==> src/rtl/paddle_pkg.sv <==
// Shared definitions for the paddle input conditioner: channel state
// encoding and the debounce constants used for silicon and simulation.
package paddle_pkg;

  typedef enum logic [1:0] {
    IDLE         = 2'd0,
    PRESS_WAIT   = 2'd1,
    PRESSED      = 2'd2,
    RELEASE_WAIT = 2'd3
  } chan_state_t;

  // 10 ms at 100 MHz
  localparam int DEFAULT_DEBOUNCE_CYCLES = 1000000;
  localparam int DEFAULT_CNT_W           = 20;

  // Short window so simulations finish quickly
  localparam int SIM_DEBOUNCE_CYCLES = 4;

endpackage

==> src/rtl/debounce_channel.sv <==
// One paddle button: 2-flop synchroniser, stability counter and a 4-state
// FSM producing a debounced level and a single-cycle trigger per press.
//
// state        | meaning
// IDLE         | button released and stable, level 0
// PRESS_WAIT   | sync high, counting stable high samples, level 0
// PRESSED      | press accepted, level 1, no auto-repeat
// RELEASE_WAIT | sync low, counting stable low samples, level 1
module debounce_channel
  import paddle_pkg::*;
#(
  parameter int DEBOUNCE_CYCLES = DEFAULT_DEBOUNCE_CYCLES,
  parameter int CNT_W           = DEFAULT_CNT_W
) (
  input  logic clk,
  input  logic reset,
  input  logic btn,
  output logic trigger,
  output logic level
);

  // A window of one sample accepts the change on the very first stable sample,
  // so the WAIT states are bypassed entirely in that case.
  localparam bit               SINGLE = (DEBOUNCE_CYCLES == 1);
  localparam logic [CNT_W-1:0] ONE    = CNT_W'(1);
  localparam logic [CNT_W-1:0] LAST   = CNT_W'(DEBOUNCE_CYCLES - 1);

  logic [1:0]       sync_ff;
  logic             sync;
  logic [CNT_W-1:0] cnt;
  chan_state_t      state;

  assign sync = sync_ff[1];

  // Bring the asynchronous button into the clk domain
  always_ff @(posedge clk) begin
    if (reset) begin
      sync_ff <= 2'b00;
    end else begin
      sync_ff <= {sync_ff[0], btn};
    end
  end

  // Debounce FSM with registered trigger and level
  always_ff @(posedge clk) begin
    if (reset) begin
      state   <= IDLE;
      cnt     <= '0;
      trigger <= 1'b0;
      level   <= 1'b0;
    end else begin
      trigger <= 1'b0;
      case (state)
        IDLE: begin
          if (sync) begin
            if (SINGLE) begin
              state   <= PRESSED;
              cnt     <= '0;
              trigger <= 1'b1;
              level   <= 1'b1;
            end else begin
              state <= PRESS_WAIT;
              cnt   <= ONE;
            end
          end else begin
            cnt <= '0;
          end
        end

        PRESS_WAIT: begin
          if (!sync) begin
            // bounce: progress toward acceptance is thrown away
            state <= IDLE;
            cnt   <= '0;
          end else if (cnt == LAST) begin
            state   <= PRESSED;
            cnt     <= '0;
            trigger <= 1'b1;
            level   <= 1'b1;
          end else begin
            cnt <= cnt + ONE;
          end
        end

        PRESSED: begin
          if (!sync) begin
            if (SINGLE) begin
              state <= IDLE;
              cnt   <= '0;
              level <= 1'b0;
            end else begin
              state <= RELEASE_WAIT;
              cnt   <= ONE;
            end
          end
        end

        RELEASE_WAIT: begin
          if (sync) begin
            // release glitch: back to held, no new trigger
            state <= PRESSED;
            cnt   <= '0;
          end else if (cnt == LAST) begin
            state <= IDLE;
            cnt   <= '0;
            level <= 1'b0;
          end else begin
            cnt <= cnt + ONE;
          end
        end

        default: begin
          state <= IDLE;
          cnt   <= '0;
          level <= 1'b0;
        end
      endcase
    end
  end

endmodule

==> src/rtl/paddle_input_conditioner.sv <==
// Conditions the right and left paddle buttons into debounced levels and
// one-shot triggers for the ball engine. The two channels are independent;
// simultaneous triggers are passed through unarbitrated.
module paddle_input_conditioner
  import paddle_pkg::*;
#(
  parameter int DEBOUNCE_CYCLES = DEFAULT_DEBOUNCE_CYCLES,
  parameter int CNT_W           = DEFAULT_CNT_W
) (
  input  logic clk,
  input  logic reset,
  input  logic btn_right,
  input  logic btn_left,
  output logic right_trigger,
  output logic left_trigger,
  output logic right_level,
  output logic left_level
);

  debounce_channel #(
    .DEBOUNCE_CYCLES(DEBOUNCE_CYCLES),
    .CNT_W          (CNT_W)
  ) u_right (
    .clk    (clk),
    .reset  (reset),
    .btn    (btn_right),
    .trigger(right_trigger),
    .level  (right_level)
  );

  debounce_channel #(
    .DEBOUNCE_CYCLES(DEBOUNCE_CYCLES),
    .CNT_W          (CNT_W)
  ) u_left (
    .clk    (clk),
    .reset  (reset),
    .btn    (btn_left),
    .trigger(left_trigger),
    .level  (left_level)
  );

endmodule

==> config.mk <==
export PLATFORM = sky130hd
export DESIGN_NAME = paddle_input_conditioner
export DESIGN_NICKNAME = d
export VERILOG_FILES = /design/src/rtl/paddle_pkg.sv /design/src/rtl/debounce_channel.sv /design/src/rtl/paddle_input_conditioner.sv
export SDC_FILE = /design/constraint.sdc
export NUM_CORES = 1
export LEC_CHECK = 0
export BUFFER_PORTS_ARGS = -buffer_cell sky130_fd_sc_hd__buf_2
export CAP_MARGIN = 20
export CORE_ASPECT_RATIO = 1.25
export CORE_UTILIZATION = 60
export CTS_CLUSTER_SIZE = 20
export DETAILED_ROUTE_END_ITERATION = 7
export HOLD_SLACK_MARGIN = 0.12
export PLACE_DENSITY = 0.77
export SETUP_SLACK_MARGIN = 0.2
export SLEW_MARGIN = 25
export SYNTH_ARGS = -nofsm -noshare
export SYNTH_HDL_FRONTEND = slang
export SYNTH_SLANG_ARGS = --single-unit
export TNS_END_PERCENT = 100
==> constraint.sdc <==
create_clock -name clk -period 5.1 [get_ports clk]
set_input_delay 1.02 -clock clk [delete_from_list [all_inputs] [get_ports clk]]
set_output_delay 1.02 -clock clk [all_outputs]
set_load 0.02 [all_outputs]
Yosys cells after proc, flatten, opt, wreduce, memory -nomap -nowiden:

Cells that the tools add are included.

* bitwise logic cells: 4
* mux-type cells: 38
* reduce and logical (&&, ||, !) cells: 10
* equality and inequality tests: 24
* add/sub/neg operators: 2

Operators with widths (count)
* $mux W20: 8
* $pmux W20 S4: 2
* $add A20 B1 Y20 const B: 2
* $eq A20 B20 Y1 const B: 2
* $mux W2: 12
* $ne A2 B1 Y1 const B: 8
* $pmux W2 S4: 2
* $mux W1: 12
* $reduce_and A5 Y1: 2
* $eq A2 B2 Y1 const B: 4
* $ne A2 B2 Y1 const B: 4
* $reduce_and A4 Y1: 2
* $ne A3 B1 Y1 const B: 2
* $ne A3 B3 Y1 const B: 2
* $reduce_or A3 Y1: 2
* $eq A2 B1 Y1 const B: 2
* $logic_not A2 Y1: 2
* $not A1 Y1: 4
* $pmux W1 S2: 2
* $reduce_bool A2 Y1: 2

* word-level logic and storage cells: 88
* flip-flop bits (word level): 52
* bits of input ports: 4
* output and inout port bits: 4

Logic depth before layout (Yosys ltp):

* depth in word-level cells: 4
* mapped depth: 7
* gate-level depth less buffers: 6

Modules after synthesis:

A second synthesis with hierarchy kept.

* cell total of the unflattened synthesis: 311
* area total of the unflattened synthesis: 2611.3 µm²

Modules (own cells, without submodules)
* debounce_channel (u_left): area an instance 1308.8 µm², sequential area each 520.5 µm², cells each 156, instances 1
* debounce_channel (u_right): area an instance 1302.5 µm², sequential area each 520.5 µm², cells each 155, instances 1

Worst setup path after synthesis:

No wires, ideal clock.

* path kind: input-to-reg
* start point: in reset
* end point: reg u_right.cnt[14]
* data required time: 5.036 ns
* stages on the path: 6
* path slack: 3.206 ns
* arrival time: 1.830 ns
* setup time: 0.064 ns
* buffers on the path: 1
* cell sequence: inv_1 > nand2_1 > a221oi_1 > nor2_2 > buf_2 > nor2_1

RTL lines
* start: declaration: line paddle_input_conditioner.sv:11 `input logic reset,`
* end signal: assignment: line debounce_channel.sv:81 `cnt <= cnt + ONE;`
* end signal: assignment: line debounce_channel.sv:108 `cnt <= cnt + ONE;`
* end: declaration: line debounce_channel.sv:30 `logic [CNT_W-1:0] cnt;`

==> key figures <==
Run status
  • Status: finished, final reports clean

Setup path
  • CP endpoint kind: register
  • Setup crit start kind: input pin
  • Crit-path max FO: 22
  • CP max stage cell: nor2_2
  • Crit-path cells: buf_2 -> inv_1 -> nand2_1 -> a221oi_1 -> nor2_2 -> nor2_1
  • Worst endpoint required time: 5260 ps
  • Critical Path AT: 2440 ps
  • CP max stage delay: 570 ps
  • Critical Setup Path Class: input pin to register

Routing
  • Total wire length: 4.896 mm
  • Vias per cell: 5.810
  • DR pass1 iterations: 4
  • WL per Instance: 13.45 um
  • Final ANT Viol Nets: 0
  • Via count: 2115
  • Drt drc: 0
  • Drt initial violations: 98

Hold path
  • Min-delay worst type: register to register

Global routing
  • Vias in the first global route: 1915
  • First-pass GRT wire length: 8.314 mm
  • Initial antenna violation count: 0
  • GRT overflow: 0
  • Largest net degree at the start of global routing: 23
  • All-Layer GR Usage: 0.2462

Job
  • Maxcap violations: 0

Timing
  • Max Slew Vio Count: 0
  • Final period utilization: 0.4469
  • Setup_tns: 0 ps
  • Minimum clock period: 2279 ps
  • Clock skew: 4.882 ps
  • Slew of the pin with the lowest slew margin: 684.4 ps
  • RSZ-0062 raised after global routing: false
  • Rel. slew slack: 0.5432
  • Final setup fails: 0
  • Fmax: 438.7 MHz
  • Final Hold Fails: 0

Synthesis
  • Synth Cell Area: 2535 sq um
  • Yosys reg bits: 52
  • Dominant synthesized flop cell: dfxtp_1
  • Synth top area cells: dfxtp_1 (41%), nor2_1 (5.8%), xnor2_1 (5.5%)
  • Ys async rst share: 0
  • Synth warnings: 0
  • Area leader, netlist: dfxtp_1
  • Netlist cell types: 53
  • Post-synth EDFFs: 0
  • Syn Nets: 304
  • Synth top area share: 0.4107
  • Syn Area/Cell: 8.506 sq um
  • Post-Synthesis Cells: 298
  • Sequential share of the synthesized area: 0.4107

Floorplanning
  • # IOs: 8
  • Cell Rows: 26
  • Initial Util: 0.6234
  • DIE WIDTH: 60.14 um
  • Die area: 4490 sq um
  • Die Y: 74.67 um
  • Core area: 4066 sq um

Placed design
  • Cell area after placement: 2611 sq um
  • Post-DP HPWL: 3.584 mm
  • Gpl congestion: 0.8182
  • Port-buffer cells: 7
  • Dpl cells: 356

Clocking
  • H-Tree Level Count: 2
  • CTS tree: yes
  • Resize count post-CTS: 0
  • Total CTS buffers: 5
  • Sink Count: 52
  • Cts hold-fix bufs: 0
  • Clock buffer depth: 2
  • Post-CTS setup buffer count: 0
  • CTS root buffer: clkbuf_8
  • Clock slew seen by the registers of the worst setup and hold paths: 90 ps
  • Clock Latency Late Sink: 300 ps

Cells and area
  • Final Util: 0.6643
  • Post-route cell area: 2701 sq um
  • FF+latch area: 1041 sq um
  • Fillcell total: 343
  • Most frequent cells in the layout: dfxtp_1 (52), nor2_1 (39), nand2_1 (32)
  • Fraction of layout cells with a size suffix above 1: 0.07143
  • Non-Filler Instances: 364
  • Commonest non-fill, non-tap cell in the layout: dfxtp_1
  • Multi-input gate area: 1416 sq um
  • # diodes: 0
  • Fin nets: 313
  • Layout area overhead: 6.565%

Pwr
  • Leakage: 0.0008743 uW
  • Pwr/cell area: 246.8 nW/um^2
  • Peak VDD IR: 205.0 uV
## area by class of cell
| cell class | instances | area share |
|---|---|---|
| multi-input cells | 228 | 0.5243 |
| inverters | 13 | 0.01806 |
| repair buffers | 7 | 0.01297 |
| well taps | 56 | 0.02594 |
| flip-flops and latches | 52 | 0.3854 |
| clock buffers | 8 | 0.03335 |
## where the power goes
part / switching, uW / internal (uW) / leakage (uW)
Sequential: 3.99 / 410 / 0.000420
Combinational: 10.3 / 6.89 / 0.000409
Clock: 125 / 111 / 0.0000455
Total: 139 / 528 / 0.000874
## cell families (layout without fill, tap and decap cells)
kind of cell	after synthesis	after routing	share of synthesized area
AO/OA/AOI/OAI	43	43	0.1195
XOR/XNOR	23	23	0.07947
flip-flops	52	52	0.4107
AND/OR/NAND/NOR	157	157	0.3381
multiplexers	3	3	0.01185
buffers and inverters	18	28	0.03060
adder cells (fa/ha/maj)	2	2	0.009870
## flip-flops by register name, indices dropped and copies added, names as in the netlist, named ones only
name / count
u_right.cnt: 20
u_left.state: 1
u_right.sync_ff: 2
u_left.cnt: 20
u_left.level: 1
u_right.state: 1
u_left.sync_ff: 2
u_right.trigger: 1
u_right.level: 1
u_left.trigger: 1
## critical path: cells and delay by family
kind	cells	cell delay, ps
compound gates	1	50
buf+inv	2	550
simple gates	3	810
## synth_stat cells (4+ instances only)
cell type	count
and3_1	10
nor3_1	10
nand2_1	32
dfxtp_1	52
inv_1	13
a21oi_1	13
nand2b_1	7
xor2_1	7
nand3_1	11
nor4_1	6
nand4_1	6
o21ai_0	4
nor4b_1	6
nor2b_1	7
xnor2_1	16
a21o_1	4
a31oi_1	5
nor2_1	39
## stage by stage
step / setup WS, ps / power [uW] / hold slack [ps]
2_1_floorplan: 3206 / 435.1 / 413.8
3_3_place_gp: 2554 / 440.6 / 417.9
3_5_place_dp: 2465 / 441.4 / 434.1
4_1_cts: 2799 / 677.1 / 447.5
5_1_grt: 2666 / 690.7 / 457.4
6_report: 2821 / 666.8 / 443.5
## worst paths after layout
kind,to,cells past startpoint,slack [ps],startpoint
max,u_right.cnt[2],6,2820,reset
min,u_right.sync_ff[1],1,440,u_right.sync_ff[0]
max reg2reg,u_left.cnt[12],6,3050,u_left.cnt[0]
min reg2reg,u_right.sync_ff[1],1,440,u_right.sync_ff[0]
## routing by layer
metal / track usage / up-vias / share of wire
li1: - / 1076 / -
met1: 0.2689 / 1002 / 0.43
met2: 0.4530 / 30 / 0.53
met3: 0.04639 / 7 / 0.025
met4: 0.1085 / 0 / 0.019
met5: 0 / - / 0
(Power assumes the default switching activity.)
